--- src/rtl/prog_loader_pkg.sv ---
// Shared types and constants for the program loader.
package prog_loader_pkg;

   typedef enum logic [2:0] {
      IDLE,
      CLEAR,
      WAIT_WORD,
      STROBE_HI,
      STROBE_LO,
      DONE,
      ERR
   } state_t;

   localparam int WORD_W        = 16;
   localparam int MAX_WORDS_DEF = 8;
   localparam int TMR_W         = 8;

endpackage

--- src/rtl/prog_loader_strobe_timer.sv ---
// Loadable down-counter that times the clear and strobe phases of the loader.
module strobe_timer #(
   parameter int W = 8
) (
   input  logic         clk,
   input  logic         rst,
   input  logic         ld,
   input  logic [W-1:0] ld_val,
   output logic         expired
);

   logic [W-1:0] cnt;

   // NOTE: sequential state uses non-blocking assignments so every flop samples pre-edge values.
   always_ff @(posedge clk) begin
      if (!rst)
         cnt <= '0;
      else if (ld)
         cnt <= ld_val;
      else if (cnt != '0)
         cnt <= cnt - 1'b1;
   end

   assign expired = (cnt == '0);

endmodule

--- src/rtl/prog_loader.sv ---
// Program loader: streams words into a program memory write port with timed strobes.
// Optional checksum output enabled by defining PROG_LOADER_CHECKSUM_EN.
module prog_loader
   import prog_loader_pkg::*;
#(
   parameter int CLR_CYCLES = 2,
   parameter int NXT_HI     = 4,
   parameter int NXT_LO     = 4,
   parameter int MAX_WORDS  = MAX_WORDS_DEF
) (
   input  logic              clk,
   input  logic              rst,
   input  logic              start,
   input  logic              src_valid,
   input  logic [WORD_W-1:0] src_data,
   input  logic              src_last,
   output logic              src_ready,
   output logic [WORD_W-1:0] inp_data,
   output logic              clear,
   output logic              load,
   output logic              nxt,
   output logic              status_ok,
   output logic [3:0]        words_loaded,
   output logic              busy,
   output logic              err
`ifdef PROG_LOADER_CHECKSUM_EN
   ,
   output logic [WORD_W-1:0] chk
`endif
);

   // Timer holds N-1 so the phase lasts exactly N cycles including the expiry cycle.
   localparam logic [TMR_W-1:0] CLR_LD = TMR_W'(CLR_CYCLES - 1);
   localparam logic [TMR_W-1:0] HI_LD  = TMR_W'(NXT_HI - 1);
   localparam logic [TMR_W-1:0] LO_LD  = TMR_W'(NXT_LO - 1);
   localparam logic [3:0]       MAX_CNT = 4'(MAX_WORDS);

   state_t             state, state_nxt;
   logic               tmr_ld;
   logic [TMR_W-1:0]   tmr_val;
   logic               tmr_exp;
   logic               last_flag;

   strobe_timer #(.W(TMR_W)) u_timer (
      .clk     (clk),
      .rst     (rst),
      .ld      (tmr_ld),
      .ld_val  (tmr_val),
      .expired (tmr_exp)
   );

   always_ff @(posedge clk) begin
      if (!rst)
         state <= IDLE;
      else
         state <= state_nxt;
   end

   // NOTE: every output of this block gets a default first so no latch is inferred.
   always_comb begin
      state_nxt = state;
      tmr_ld    = 1'b0;
      tmr_val   = '0;
      clear     = 1'b0;
      load      = 1'b0;
      nxt       = 1'b0;
      src_ready = 1'b0;
      status_ok = 1'b0;
      busy      = 1'b0;
      err       = 1'b0;
      case (state)
         IDLE: begin
            if (start) begin
               state_nxt = CLEAR;
               tmr_ld    = 1'b1;
               tmr_val   = CLR_LD;
            end
         end
         CLEAR: begin
            clear = 1'b1;
            busy  = 1'b1;
            if (tmr_exp)
               state_nxt = WAIT_WORD;
         end
         WAIT_WORD: begin
            load      = 1'b1;
            busy      = 1'b1;
            src_ready = 1'b1;
            if (src_valid) begin
               if (words_loaded == MAX_CNT) begin
                  state_nxt = ERR;
               end else begin
                  state_nxt = STROBE_HI;
                  tmr_ld    = 1'b1;
                  tmr_val   = HI_LD;
               end
            end
         end
         STROBE_HI: begin
            load = 1'b1;
            busy = 1'b1;
            nxt  = 1'b1;
            if (tmr_exp) begin
               state_nxt = STROBE_LO;
               tmr_ld    = 1'b1;
               tmr_val   = LO_LD;
            end
         end
         STROBE_LO: begin
            load = 1'b1;
            busy = 1'b1;
            if (tmr_exp)
               state_nxt = last_flag ? DONE : WAIT_WORD;
         end
         DONE, ERR: begin
            status_ok = (state == DONE);
            err       = (state == ERR);
            if (start) begin
               state_nxt = CLEAR;
               tmr_ld    = 1'b1;
               tmr_val   = CLR_LD;
            end
         end
         default: state_nxt = IDLE;
      endcase
   end

   always_ff @(posedge clk) begin
      if (!rst) begin
         inp_data     <= '0;
         last_flag    <= 1'b0;
         words_loaded <= '0;
      end else begin
         if (state == CLEAR) begin
            words_loaded <= '0;
            last_flag    <= 1'b0;
         end
         if (state == WAIT_WORD && src_valid) begin
            inp_data  <= src_data;
            last_flag <= src_last;
         end
         // Count only once the high phase completes, so an interrupted strobe never counts.
         if (state == STROBE_HI && tmr_exp)
            words_loaded <= words_loaded + 1'b1;
      end
   end

`ifdef PROG_LOADER_CHECKSUM_EN
   always_ff @(posedge clk) begin
      if (!rst)
         chk <= '0;
      else if (state == CLEAR)
         chk <= '0;
      else if (state == STROBE_HI && tmr_exp)
         chk <= chk ^ inp_data;
   end
`endif

endmodule
--- config.mk ---
export PLATFORM = sky130hd
export DESIGN_NAME = prog_loader
export DESIGN_NICKNAME = d
export VERILOG_FILES = /design/src/rtl/prog_loader_pkg.sv /design/src/rtl/prog_loader_strobe_timer.sv /design/src/rtl/prog_loader.sv
export SDC_FILE = /design/constraint.sdc
export NUM_CORES = 1
export LEC_CHECK = 0
export CAP_MARGIN = 5
export CORE_ASPECT_RATIO = 1.75
export CORE_MARGIN = 4
export CORE_UTILIZATION = 25
export CTS_CLUSTER_DIAMETER = 100
export CTS_CLUSTER_SIZE = 40
export DETAILED_ROUTE_END_ITERATION = 6
export HOLD_SLACK_MARGIN = 0.02
export PLACE_DENSITY_LB_ADDON = 0.25
export SETUP_SLACK_MARGIN = 0.4
export SLEW_MARGIN = 20
export SYNTH_ARGS = -nofsm -noshare
export SYNTH_HDL_FRONTEND = slang
export SYNTH_SLANG_ARGS = --single-unit
--- constraint.sdc ---
create_clock -name clk -period 6.63 [get_ports clk]
set_input_delay 1.989 -clock clk [delete_from_list [all_inputs] [get_ports clk]]
set_output_delay 1.989 -clock clk [all_outputs]
set_load 0.02 [all_outputs]
==> run summary, run 1 <==
The wire length after detailed routing is 4.34 mm. In the final design database the tool counted 270 nets. The number of global-route vias before repair is 1507. The run gives 0 as the initial antenna violation count.

For this run, the detailed router's first-pass iteration total came to 4. The count of boundary I/O pins is 48. The mean area per synthesized cell was 8.19 sq um. The final antenna diode count came out at 0. The longest clock path from root to sink contains 2 buffers. The critical path is of the reg -> out type. The logs give 0 for the sum of overflow across all layers after global routing and 31 for the number of DRC markers after the initial detailed-route iteration.

The combinational share of power was 43.6%. Horizontal die dimension: 69.4 microns. Synthesis instantiated 46 different standard cells from the library.

After filler insertion, the fill cell instance count of the layout stands at 673. Setup repair after global routing left no endpoint under its margin. Sequential elements use 38.9% of the synthesized area. The internal power of the cells totals 532 uW. The number of nets in the synthesized netlist is 227. The H-tree was split into 2 levels. Measured against its own limit, the worst slew margin works out to 39.7%. Port buffering added 47 buffers. Among all cell types in the netlist, the one instantiated most often is sky130_fd_sc_hd__nand2_1.

The analysis attributes to cell leakage a power of 0.000821 uW. Routability-driven placement finished with a final weighted congestion of 0.780. TritonCTS built the clock tree. For this configuration, the core starts out at a cell density of 26.0%. The data required time of the worst path is 4.64 ns.

The tree is rooted in a sky130_fd_sc_hd__clkbuf_8. The number of hold-repair buffers added at the cts stage is 0, and the number of pins exceeding their max-slew limit in the final report is 0. The run gives 0 as the warning count from the yosys run.

The number of enable-type register cells in the synthesized netlist is 0, and the pin count of the biggest net entering global routing is 23. The core region is 6320 sq um. Die footprint: 8000 sq um. Counting every instance in the synthesized netlist gives 201. The worst hold path belongs to the class reg -> reg. The transition time at the pin with the least slew margin is 0.904 ns, and the clock buffer count from CTS is 5. For this run, the top clock speed supported by timing is 231 MHz. Across the run, the number of max-cap violations was 0. The die height works out to 115 microns. Using the TritonRoute via totals, the vias-per-cell ratio works out to 4.72.

The count of final hold-check violations is 0, and the global-route wire length before repair is 7.20 mm. Time the worst path needs with I/O delays and setup: 4.34 ns. The run finished with clean final reports. Of the cells placed in the final design, the portion with a size suffix greater than 1 is 6.12%. The net switching fraction of the power was 38.0%; the number of clock sinks was 32. Commonest register cell after synthesis: sky130_fd_sc_hd__dfxtp_1.

The clock network accounts for 24.0% of the total power. The final HPWL from detailed placement was 3.23 mm; the clock-pin slew on the worst setup and hold paths was 0.07 ns. STA classifies the critical path startpoint as a flip-flop. The worst setup path is captured at an output pin. The run gives 38 as the row count.

The total number of vias is 1534. The final routed DRC violation total is 0. Sorting the synthesized cells by how often they occur yields sky130_fd_sc_hd__nand2_1, sky130_fd_sc_hd__dfxtp_1, sky130_fd_sc_hd__a21oi_1, sky130_fd_sc_hd__inv_1, sky130_fd_sc_hd__nor2_1.

Across the VDD grid, the largest voltage drop is 0.000165 V. Post-CTS timing repair inserted 0 buffers for setup. The count of nets left with antenna violations once routing finished came out at 0. Setup violations remaining at the end of the flow were counted as 0. In the synthesized netlist the async set-or-reset flop fraction comes to 0%.

The largest clock skew in the final design was 0.00485 ns; the ratio of final minimum period to clock period was 65.4%. The largest fanout on the critical path is 15, and the combined area of all synthesized cells is 1650 sq um. For the overall track demand over capacity in global routing, the log shows 11.3%. Dividing total power by cell area gives a power density of 372 nW/um^2. For this design the total switching power over the nets is 326 uW. Clock latency on the worst-skew pair, taken at its later pin, is 0.28 ns. Gates resized during post-CTS repair numbered 0. The portion of synthesized cell area occupied by the leading cell type came out at 38.9%.

The share of total power dissipated in sequential elements is 32.5%. The synthesized design contains 32 register bits. Data arrives at the worst endpoint at 2.35 ns.

Yosys attributes the largest share of cell area to sky130_fd_sc_hd__dfxtp_1, sky130_fd_sc_hd__nand2_1, sky130_fd_sc_hd__a21oi_1. In the final routed layout, each cell accounts on average for 13.4 microns. The area added between synthesis and finish is 40.0%, and the aggregate negative setup slack is 0 ns. Library cell occupying the most area in the post-synthesis netlist: sky130_fd_sc_hd__dfxtp_1. The tools report the worst-case hold slack as 0.456 ns.
## layer usage
metal,part of all wire (%),track usage (%)
met1,40,11.8
met2,50,19.5
met3,7.5,4.46
met4,2.7,5.61
met5,0,0
## through the flow
stage	std cells	util (%)	instance area, sq um	worst slack, ns	power [uW]
final	325	36.5	2310	2.29	858
after global placement	317	34.5	2180	2.54	658
after global routing	325	36.5	2310	2.14	922
after CTS	325	36.5	2310	2.28	870
after floorplan	201	-	1650	3.17	542
after detailed placement	317	34.5	2180	2.55	661
## layout by cell type, fill, tap and decap left out, drive strengths merged, types with 2 or more instances in the layout
master,instances
o31ai,3
mux2i,7
nor2,8
or4,2
nor3b,4
inv,11
nand3,6
o21ai,5
dfxtp,32
nor4bb,3
a21oi,23
xnor2,2
nand2,45
a22o,2
ha,4
clkdlybuf4s50,47
clkbuf,7
nor3,3
xor2,2
nand2b,5
nand4,2
nor4,3
## power by group through the flow
| stage | combinational (uW) | sequential, uW | clock [uW] |
|---|---|---|---|
| after floorplan | 273 | 269 | 0 |
| after global placement | 375 | 282 | 0 |
| after detailed placement | 378 | 283 | 0 |
| after CTS | 380 | 279 | 212 |
| after global routing | 416 | 286 | 221 |
| final | 374 | 279 | 206 |
## cell type report
| cell class | instances | area (sq um) | area share, % |
|---|---|---|---|
| inverters | 11 | 41.3 | 1.79 |
| clock inverters | 1 | 30.0 | 1.30 |
| multi-input cells | 147 | 927 | 40.2 |
| clock buffers | 7 | 96.3 | 4.18 |
| flip-flops and latches | 32 | 641 | 27.8 |
| repair buffers | 47 | 470 | 20.4 |
| well taps | 80 | 100 | 4.34 |
## path summary, 6_finish.rpt
kind | startpoint | endpoint | slack [ns] | depth (start not counted)
hold / removal | inp_data[11]$_SDFFE_PN0P_ | inp_data[11]$_SDFFE_PN0P_ | 0.46 | 2
setup reg to reg | state[1]$_SDFFE_PN0P_ | u_timer.cnt[3]$_SDFFE_PN0P_ | 4.23 | 6
setup / recovery | state[0]$_SDFFE_PN0P_ | clear | 2.29 | 4
hold reg to reg | inp_data[11]$_SDFFE_PN0P_ | inp_data[11]$_SDFFE_PN0P_ | 0.46 | 2
## logic make-up after synthesis
kind of cell	after synthesis	synth area share, %
AOI/OAI and AO/OA	43	16.1
xor gates and xnor gates	4	2.13
adders and majority gates	5	4.26
buffers and inverters	22	5.70
DFF	32	38.9
muxes	7	4.26
and+or+nand+nor	88	28.6
## critical path, cell delays in order (launching register included)
cell and delay [ns]:
sky130_fd_sc_hd__dfxtp_1 0.66, sky130_fd_sc_hd__inv_1 0.18, sky130_fd_sc_hd__or3_1 0.49, sky130_fd_sc_hd__inv_1 0.11, sky130_fd_sc_hd__clkdlybuf4s50_1 0.62
## sequential cells by signal, indices dropped and copies added (netlist names)
name	cells
inp_data	16
u_timer.cnt	8
words_loaded	4
state	3
last_flag	1
(Power assumes the default switching activity.)
==> run 2, diff against run 1 <==
Clock period 6.63 ns to 4.05 ns, I/O delays scaled along.
==> run 2 against run 1 <==
  * Clock skew shrank 0.0012 ns
  * Via count up 0.59%
  * Sequential share of layout area rose by 0.25 points
  * Flip-flop and latch count stayed put
  * Worst setup slack lost 1.7 ns
  * Clock-buffer cell count is the same
  * First-iteration DRC count up 48%
  * Non-clock buffer count up 2
  * Total power up 55%
  * Utilization is 0.26 points lower
  * Routed wire length barely moved
  * Register-to-register slack worse by 2.6 ns
==> run summary, run 2 (synthesized netlist as in run 1, its figures left out) <==
Once detail routing completed, the nets flagged for antenna violations numbered 0. The cell type group with the largest total delay on the critical path is flip-flops. The worst-case clock buffer depth is 2.

The tools report the number of placed cells counting well taps as 319. At the worst endpoint, the arrival time is 2.28 ns. In this run the tool buffered the top-level ports with 47 buffer cells.

The tools report the final setup slack of the worst path as 0.555 ns. The leakage power is 0.000812 uW. The clock buffer count from CTS is 5, and the power density relative to cell area is 579 nW/um^2. The run finished with clean final reports.

Tracing the worst setup path back leads to its startpoint at state[2]$_SDFFE_PN0P_. The per-cell routed wire length works out to 13.3 microns. The routed design has 4.34 mm of wire.

Cells fill 36.2% of the core in the end. The ratio of final minimum period to clock period came out at 86.3%. The clock root buffer master was sky130_fd_sc_hd__clkbuf_8.

The tools report the clock latency reported for the late side of the worst-skew pair as 0.28 ns. STA classifies the critical path startpoint as a flip-flop. The die covers 8000 sq um.

The run gives 60.7% as the max-slew headroom at the worst pin. The first global-routing pass estimated 7.29 mm of wire. Leaving out fill and tap cells, the most frequent cell in the layout is sky130_fd_sc_hd__clkdlybuf4s50_1. Counting stages on the worst path, the most repeated cell is sky130_fd_sc_hd__nand2b_1. Clock-pin slew was measured on the worst setup and hold paths at 0.07 ns.

In this run the worst path has a maximum fanout of 17. The post-detailed-route via-to-cell ratio is 4.72, and the number of standard cells in the final layout excluding fillers is 327. At the end of the flow, the number of nets in the layout was 272. The standard cell with the maximum stage delay on the critical path is sky130_fd_sc_hd__dfxtp_1. The initial antenna violation count is 0. Once the floorplan was initialized, standard cells occupied 26.0% of the core.

The count of buffering cells on the critical path with inverters included is 1. The fraction of layout cells with a size suffix above 1 works out to 6.88%. Critical path class: reg -> out. In the final layout, the registers with the most flip-flops are inp_data: 16 flops, u_timer.cnt: 8 flops, words_loaded: 4 flops.

Between clock sinks in the finished design, the worst skew comes to 0.00369 ns. The placer's final routability congestion estimate was 0.869. VDD sags by at most 0.000240 V. The logs give 0 for the number of hold-repair buffers added at the cts stage and 21 for the pin count of the biggest net entering global routing. The library cells used most frequently in the layout, excluding fill and tap cells, are sky130_fd_sc_hd__clkdlybuf4s50_1, sky130_fd_sc_hd__nand2_1, sky130_fd_sc_hd__dfxtp_1. The worst hold path belongs to the class reg -> reg. Setup violations remaining at the end of the flow were counted as 0.

The die height was 115 microns. STA classifies the critical path endpoint as an output pin. Area added between synthesis and finish: 39.1%.

The number of pins exceeding their max-slew limit in the final report is 0, and the final antenna diode count is 0. Across the whole layout, storage elements account for 642 sq um. The number of clock sinks is 32. For the count of final hold-check violations, the log shows 0. The register with the most flip-flops in the layout has 16 of them. The largest single stage delay on the critical path is 0.69 ns.

Count of fill cells added during filler insertion: 644. Hold-critical path endpoint: inp_data[14]$_SDFFE_PN0P_. Before CTS, the worst setup slack after placement is 0.831 ns. Across all hold checks on the routed design, the worst slack comes to 0.455 ns. The time the worst path needs with I/O delays and setup came out at 3.50 ns. TritonCTS built the clock tree. For this run, the detailed router's first-pass iteration total came to 4. The tools report the sum of overflow across all layers after global routing as 0.

The overall track demand over capacity in global routing was 11.3%. Summing all multi-input logic gate instances after layout gives 927 sq um. Derived from the worst setup path, the maximum achievable clock frequency is 286 MHz.

The logs give 38 for the row count and 1556 for the number of global-route vias before repair. At the pin with the least slew margin, the transition time is 0.589 ns. The logs give 3.29 mm for the final HPWL from detailed placement and 2 for the count of H-tree levels built during CTS. Count of boundary I/O pins: 48. The core area is 6320 sq um. The run gives 0 ns as the aggregate negative setup slack. For the worst flop-to-flop path, the logic depth is 6. The startpoint of the worst hold path is inp_data[14]$_SDFFE_PN0P_. Setup repair after global routing left no endpoint under its margin.

In this run the horizontal extent of the chip is 69.4 microns. Final routed DRC violation total: 0. The register with the highest flop count is inp_data. The logs give 46 for the number of DRC markers after the initial detailed-route iteration and 1543 for the total number of vias. The end of the worst register-to-register path was u_timer.cnt[3]$_SDFFE_PN0P_. The tool flagged a number of max-cap violations equal to 0.

The critical path goes through nand2b_1 > o21ai_0 > nand2b_1 > clkdlybuf4s50_1. The number of cells on the worst hold path works out to 2. In this run the critical register-to-register path is launched from state[1]$_SDFFE_PN0P_. The data required time of the worst path was 2.83 ns; the reg2reg setup slack was 1.62 ns.
-- run 2: cell count changes in the layout (fill, tap and decap cells not counted) --
cell / before / now
sky130_fd_sc_hd__buf_4: 0 / 2
sky130_fd_sc_hd__bufinv_16: 1 / 0
sky130_fd_sc_hd__clkbuf_1: 0 / 1
sky130_fd_sc_hd__clkbuf_8: 7 / 6
sky130_fd_sc_hd__clkinvlp_4: 0 / 1
sky130_fd_sc_hd__dfxtp_1: 32 / 31
sky130_fd_sc_hd__dfxtp_2: 0 / 1
-- run 2: how the worst max path moves through the flow --
stage          slack (ns)  cells past startpoint  endpoint
2_1_floorplan        1.37                      4      busy
3_3_place_gp         0.85                      4      busy
3_5_place_dp         0.83                      4      busy
4_1_cts              0.50                      4      busy
5_1_grt              0.42                      4      busy
6_report             0.55                      4      busy
-- run 2: final cells by class --
| type | instances | share of cell area (%) |
|---|---|---|
| Clock inverter | 1 | 0.328 |
| Inverter | 11 | 1.80 |
| Multi-Input combinational cell | 147 | 40.5 |
| Clock buffer | 7 | 3.77 |
| Sequential cell | 32 | 28.0 |
| Timing Repair Buffer | 49 | 21.2 |
| Tap cell | 80 | 4.37 |
-- run 2: routing by layer --
| metal | vias to the layer above | share of wire [%] | GRT usage [%] |
|---|---|---|---|
| li1 | 789 | - | - |
| met4 | 0 | 2.0 | 4.17 |
| met3 | 8 | 6.4 | 4.02 |
| met1 | 701 | 42 | 12.1 |
| met5 | - | 0 | 0 |
| met2 | 45 | 50 | 20.2 |
-- run 2: where the power goes --
group | switching [uW] | total [uW] | internal (uW) | leakage, uW
logic | 323 | 610 | 286 | 0.000507
registers | 85.1 | 455 | 370 | 0.000260
clock network | 123 | 261 | 138 | 0.0000445
-- run 2: per-stage QoR --
step / area [sq um] / total power (uW)
6_report: 2290 / 1330
5_1_grt: 2290 / 1420
4_1_cts: 2290 / 1340
3_5_place_dp: 2190 / 1070
3_3_place_gp: 2190 / 1070
2_1_floorplan: 1650 / 887
-- run 2: repair_timing --
action	CTS	global route
setup endpoints to repair	0	2
buffers inserted	0	0
gates resized for setup	0	1
-- run 2: tightest hold or removal path, delay by kind of cell (launching register included) --
| family | cells | cell delay, ns |
|---|---|---|
| AOI/OAI and AO/OA | 1 | 0.05 |
| DFF | 1 | 0.31 |
| and+or+nand+nor | 1 | 0.05 |
